`src/rtl/ts_fifo_wr_arb.sv`:
```
// Write-side arbiter for the timestamp FIFO. It arbitrates TX/RX capture sources,
// tags each entry with its source and lost flag, and sequences aclr flushes.
// Optional drop counters are enabled by defining TS_ARB_DROP_CNT_EN.
module ts_fifo_wr_arb #(
    parameter int FIFO_W       = 80,
    parameter int USEDW_W      = 4,
    parameter int FULL_THRESH  = 14,
    parameter bit DROP_ON_FULL = 1'b1,
    parameter int FLUSH_CYC    = 4
) (
    input  logic                clk,
    input  logic                rst_n,
    input  logic                s0_valid,
    output logic                s0_ready,
    input  logic [FIFO_W-5:0]   s0_ts,
    input  logic                s1_valid,
    output logic                s1_ready,
    input  logic [FIFO_W-5:0]   s1_ts,
    input  logic                flush_req,
    output logic                flush_done,
    output logic                busy,
    output logic [FIFO_W-1:0]   fifo_data,
    output logic                fifo_wrreq,
    output logic                fifo_aclr,
    input  logic [USEDW_W-1:0]  fifo_wrusedw,
    input  logic                fifo_wrfull
`ifdef TS_ARB_DROP_CNT_EN
    ,
    output logic [15:0]         drop_cnt0,
    output logic [15:0]         drop_cnt1
`endif
);

    localparam int CNT_W = $clog2(FLUSH_CYC + 1);
    localparam logic [USEDW_W:0] THRESH_V = (USEDW_W + 1)'(FULL_THRESH);

    typedef enum logic [0:0] {ST_IDLE = 1'b0, ST_FLUSH = 1'b1} state_t;

    state_t             state_r;
    state_t             next_state_s;
    logic [CNT_W-1:0]   flush_cnt_r;
    logic               lost0_r;
    logic               lost1_r;
    logic               rr_last_r;
    logic               space_s;
    logic               room_ok_s;
    logic               gnt0_s;
    logic               gnt1_s;
    logic               acc0_s;
    logic               acc1_s;
    logic               wr_s;
    logic               drop0_s;
    logic               drop1_s;

    // The threshold leaves one slot for the write still in flight
    assign space_s   = !fifo_wrfull && ({1'b0, fifo_wrusedw} < THRESH_V);
    assign room_ok_s = space_s || DROP_ON_FULL;
    assign acc0_s    = s0_valid && s0_ready;
    assign acc1_s    = s1_valid && s1_ready;
    assign wr_s      = (acc0_s || acc1_s) && space_s;
    assign drop0_s   = acc0_s && !space_s;
    assign drop1_s   = acc1_s && !space_s;

    // State register and flush cycle counter
    always_ff @(posedge clk) begin
        if (!rst_n) begin
            state_r     <= ST_IDLE;
            flush_cnt_r <= '0;
        end else begin
            state_r <= next_state_s;
            if ((state_r == ST_FLUSH) && (next_state_s == ST_FLUSH)) begin
                flush_cnt_r <= flush_cnt_r + CNT_W'(1);
            end else begin
                flush_cnt_r <= '0;
            end
        end
    end

    // Next-state logic; FLUSH spans one lead-in cycle plus FLUSH_CYC aclr cycles
    always_comb begin
        next_state_s = state_r;
        case (state_r)
            ST_IDLE: begin
                if (flush_req) begin
                    next_state_s = ST_FLUSH;
                end else begin
                    next_state_s = ST_IDLE;
                end
            end
            ST_FLUSH: begin
                if (flush_cnt_r == CNT_W'(FLUSH_CYC)) begin
                    next_state_s = ST_IDLE;
                end else begin
                    next_state_s = ST_FLUSH;
                end
            end
            default: next_state_s = ST_IDLE;
        endcase
    end

    // Round-robin grant and combinational readies
    always_comb begin
        gnt0_s   = 1'b0;
        gnt1_s   = 1'b0;
        s0_ready = 1'b0;
        s1_ready = 1'b0;
        if (rst_n && (state_r == ST_IDLE)) begin
            gnt0_s   = s0_valid && (!s1_valid || rr_last_r);
            gnt1_s   = s1_valid && (!s0_valid || !rr_last_r);
            s0_ready = gnt0_s && room_ok_s;
            s1_ready = gnt1_s && room_ok_s;
        end else begin
            gnt0_s   = 1'b0;
            gnt1_s   = 1'b0;
        end
    end

    // aclr rises one cycle into FLUSH so a write accepted alongside flush_req lands first
    always_ff @(posedge clk) begin
        if (!rst_n) begin
            fifo_aclr  <= 1'b1;
            busy       <= 1'b0;
            flush_done <= 1'b0;
        end else begin
            fifo_aclr  <= (state_r == ST_FLUSH) && (next_state_s == ST_FLUSH);
            busy       <= (next_state_s == ST_FLUSH);
            flush_done <= (state_r == ST_FLUSH) && (next_state_s == ST_IDLE);
        end
    end

    // FIFO write port, lost flags and round-robin pointer
    always_ff @(posedge clk) begin
        if (!rst_n) begin
            fifo_wrreq <= 1'b0;
            fifo_data  <= '0;
            lost0_r    <= 1'b0;
            lost1_r    <= 1'b0;
            rr_last_r  <= 1'b1;
        end else begin
            fifo_wrreq <= wr_s;
            if (wr_s) begin
                fifo_data <= acc1_s ? {2'b01, lost1_r, 1'b0, s1_ts}
                                    : {2'b00, lost0_r, 1'b0, s0_ts};
            end
            if (state_r == ST_FLUSH) begin
                lost0_r <= 1'b0;
                lost1_r <= 1'b0;
            end else begin
                if (acc0_s) lost0_r <= drop0_s;
                if (acc1_s) lost1_r <= drop1_s;
            end
            if (acc0_s) begin
                rr_last_r <= 1'b0;
            end else if (acc1_s) begin
                rr_last_r <= 1'b1;
            end
        end
    end

`ifdef TS_ARB_DROP_CNT_EN
    // Saturating drop counters; flush leaves them untouched
    always_ff @(posedge clk) begin
        if (!rst_n) begin
            drop_cnt0 <= 16'h0000;
            drop_cnt1 <= 16'h0000;
        end else begin
            if (drop0_s && (drop_cnt0 != 16'hFFFF)) drop_cnt0 <= drop_cnt0 + 16'h0001;
            if (drop1_s && (drop_cnt1 != 16'hFFFF)) drop_cnt1 <= drop_cnt1 + 16'h0001;
        end
    end
`endif

endmodule

```
`config.mk`:
```
export PLATFORM = sky130hd
export DESIGN_NAME = ts_fifo_wr_arb
export DESIGN_NICKNAME = d
export VERILOG_FILES = /design/src/rtl/ts_fifo_wr_arb.sv
export SDC_FILE = /design/constraint.sdc
export NUM_CORES = 1
export LEC_CHECK = 0
export ABC_AREA = 1
export BUFFER_PORTS_ARGS = -buffer_cell sky130_fd_sc_hd__buf_2
export CAP_MARGIN = 20
export CORE_MARGIN = 3
export CORE_UTILIZATION = 40
export CTS_CLUSTER_DIAMETER = 60
export DETAILED_ROUTE_END_ITERATION = 8
export PLACE_DENSITY = 0.7
export SLEW_MARGIN = 20
export SYNTH_ARGS = -nofsm -noshare
export SYNTH_HDL_FRONTEND = slang
export SYNTH_SLANG_ARGS = --single-unit
```
`constraint.sdc`:
```
create_clock -name clk -period 2.9 [get_ports clk]
set_input_delay 0.29 -clock clk [delete_from_list [all_inputs] [get_ports clk]]
set_output_delay 0.29 -clock clk [all_outputs]
set_load 0.1 [all_outputs]
```
# Yosys cells after proc, flatten, opt, wreduce, memory -nomap -nowiden
# Cells that the tools add are included.
[totals]
ff_bits = 90
input_bits = 162
output_inout_bits = 86
[op_classes]
n_addsub = 1
n_lt_le_gt_ge = 1
n_eq_ne = 1
muxes = 8
bitwise = 3
reduce_logical = 22
[ops]
columns = ["op", "n"]
rows = [
  ["$mux W79", 1],
  ["$logic_and A1 B1 Y1", 11],
  ["$mux W1", 6],
  ["$logic_not A1 Y1", 5],
  ["$lt A4 B4 Y1 const B", 1],
  ["$add A3 B1 Y3 const B", 1],
  ["$eq A3 B3 Y1 const B", 1],
  ["$logic_or A1 B1 Y1", 3],
  ["$not A1 Y1", 3],
  ["$pmux W1 S2", 1],
  ["$reduce_and A2 Y1", 1],
  ["$reduce_bool A2 Y1", 1],
  ["$reduce_or A2 Y1", 1],
]

# Logic depth before layout (Yosys ltp)
[logic_depth]
ltp_word = 7
mapped_depth = 10

# Worst setup path after synthesis
# Ideal clock, no wire load.
[synth_path]
kind = "flip-flop to flip-flop"
startpoint = "reg, netlist name busy"
endpoint = "reg fifo_data[15]"
setup_time_ps = 64
arrival_time_ps = 2524
path_slack_ps = 312
stages_incl_launch_ff = 10
n_path_buf = 2
synth_period_minus_slack_ps = 2588
path_cell_list = "dfxtp_1 -> inv_2 -> nand3_1 -> nor2_2 -> nand2_2 -> buf_2 -> buf_6 -> nand3_1 -> nand2_1 -> nor2_1"
[synth_lines]
columns = ["item", "line_no", "rtl"]
rows = [
  ["to (signal assigned)", "142", "fifo_data <= acc1_s ? {2'b01, lost1_r, 1'b0, s1_ts}"],
  ["to (decl)", "22", "output logic [FIFO_W-1:0] fifo_data,"],
]

==> run summary <==
RSZ-0062 raised after global routing - false
Reg2Reg Setup Slack - 950 ps
CTS root buffer - clkbuf_16
post-CTS setup buffers - 0
Final Routed Wirelength - 13700 microns
Highest Clock Rate - 0.470 GHz
ANT cells - 0
GPL Wtd Cong - 0.797
CP Launch Type - register
DRT Pass-1 Iters - 4
Min Clock Period, post-route - 2130 ps
register area share after synthesis - 0.377
DRT iter0 DRCs - 230
H-tree levels - 3
ANT nets after route - 0
Layout area overhead - 33.7%
Worst-path clk slew - 60 ps
first-pass GRT wire length - 21600 microns
nature of the critical path endpoint - output pin
Synth Instances - 800
worst-margin pin slew - 760 ps
Post-CTS Resized - 0
worst skew pair latency - 330 ps
fin crit share - 0.734
antenna violations before repair - 1
CP required - 2610 ps
fin cells - 1158
Yosys top cell by area - dfxtp_1
via count - 5150
Final Util - 0.561
GRT Util Overall - 0.203
post-synthesis cell type count - 22
Rows - 38
Avg Cell Area, Syn - 5.84 sq um
Worst Hold Launch - flush_req
hold depth - 3
max_slew headroom - 0.494
Core ar. - 11100 sq um
Worst Reg2Reg Path Length in Cells - 8
largest fanout on the critical path - 32
final number of setup-violating endpoints - 0
Leak - 0.00387 uW
vias per cell - 4.45
Min-Delay Endpoint - busy
Synth Cell Area - 4670 sq um
FF/Latch Area - 1760 sq um
# fillers - 1166
capturing point of the worst reg2reg path - fifo_data[22]
worst hold path class - in -> reg
port bufs - 244
final hold vios - 0
WP data arrival - 1840 ps
top cells by area, synth - dfxtp_1, nand2_1, nor2_1
overall die area - 13000 sq um
PwrDens - 587 nW/um^2
crit path kind - reg -> out
RR Startpoint - busy
CTS Sinks - 88
Die Height - 114 microns
Max Cap Violations - 0
Max Clock Skew - 4.46 ps
Overflow after GRT - 0
pin count of the biggest net entering global routing - 79
synthesis-stage register bit count - 88
setup_tns - 0 ps
vias in the first global route - 4651
fraction of layout cells with a size suffix above 1 - 0.271
count of final max-slew check failures - 0
YS warnings - 0
CTS tree - built
multi-input logic area - 2330 sq um
CTS buffer count - 9
post-synth top area share - 0.377
DP Cell Count - 1143
drc violations - 0
status - finished clean
IR drop worst, VDD - 0.331 mV
Routed WL per cell - 11.8 microns
DP Wirelength - 9630 microns
Die W - 114 microns
num ports - 248
Final nets - 1178
Initial Utilization - 0.420
cts hold-fix bufs - 0
Max clock buf depth - 2
## flip-flops by register name, indices dropped and copies added (netlist names)
name         flops
fifo_aclr        1
fifo_data       78
rr_last_r        1
lost1_r          1
lost0_r          1
fifo_wrreq       1
busy             1
flush_done       1
flush_cnt_r      3
## cells in the mapped netlist, drive strengths merged
library cell / number
nand3: 83
nor2: 163
inv: 87
buf: 24
dfxtp: 88
ha: 2
a21oi: 2
o21ai: 2
o211a: 1
o211ai: 1
nand2: 318
xnor2: 1
conb: 1
clkbuf: 27
## power by group
group	switching (uW)	internal, uW
logic	845	250
clock network	449	796
registers	37.4	1290
total	1330	2330
## placed cells by master (no fill, tap or decap), types with 3 or more instances in the layout
| master | count |
|---|---|
| nand2_2 | 3 |
| clkbuf_16 | 9 |
| nand2_1 | 315 |
| nor2_1 | 160 |
| buf_2 | 243 |
| buf_4 | 7 |
| buf_12 | 3 |
| dfxtp_1 | 88 |
| nand3_1 | 82 |
| inv_1 | 85 |
## layout make-up
type / instances / share of cell area
Multi-Input combinational cell: 575 / 0.373
Sequential cell: 88 / 0.282
Timing Repair Buffer: 253 / 0.213
Inverter: 87 / 0.0523
Clock buffer: 12 / 0.0411
Tap cell: 140 / 0.0281
Clock inverter: 3 / 0.0104
## cell families (layout without fill, tap and decap cells)
logic type | Yosys count | count (layout) | synth area share
AND/OR/NAND/NOR | 564 | 564 | 0.482
AO/OA/AOI/OAI | 6 | 6 | 0.00804
XOR/XNOR | 1 | 1 | 0.00188
flip-flops | 88 | 88 | 0.377
adder cells (fa/ha/maj) | 2 | 2 | 0.00536
other | 1 | 2 | 0.000803
buffers and inverters | 138 | 355 | 0.125
## layer usage
| metal | share of wire | global-route usage |
|---|---|---|
| met1 | 0.43 | 0.245 |
| met2 | 0.45 | 0.348 |
| met3 | 0.095 | 0.0557 |
| met4 | 0.015 | 0.0649 |
| met5 | 0.00095 | 0 |
## worst max-delay path by stage
stage          start       endpoint  slack (ps)  depth (start not counted)
6_report        busy       s1_ready         770                          5
5_1_grt         busy       s1_ready         620                          5
4_1_cts         busy       s1_ready         750                          5
3_5_place_dp   rst_n  fifo_data[19]         840                          8
3_3_place_gp   rst_n  fifo_data[19]         860                          8
2_1_floorplan   busy  fifo_data[15]         310                          9
## metrics by stage
stage               hold slack, ps  worst slack (ps)  power [uW]  cell area, sq um
global route                   265               622        3840              6240
global placement               433               855        2440              5920
detailed placement             444               841        2450              5920
floorplan                      417               312        2210              4670
finish                         262               772        3660              6240
CTS                            247               754        3710              6240
## critical path, cell delays in order (launching register included)
cell and delay, ps:
dfxtp_1 390, inv_2 90, nand2_1 80, nor2_4 490, buf_12 260, buf_12 190
Note: power is estimated with default switching activity, not from simulation.
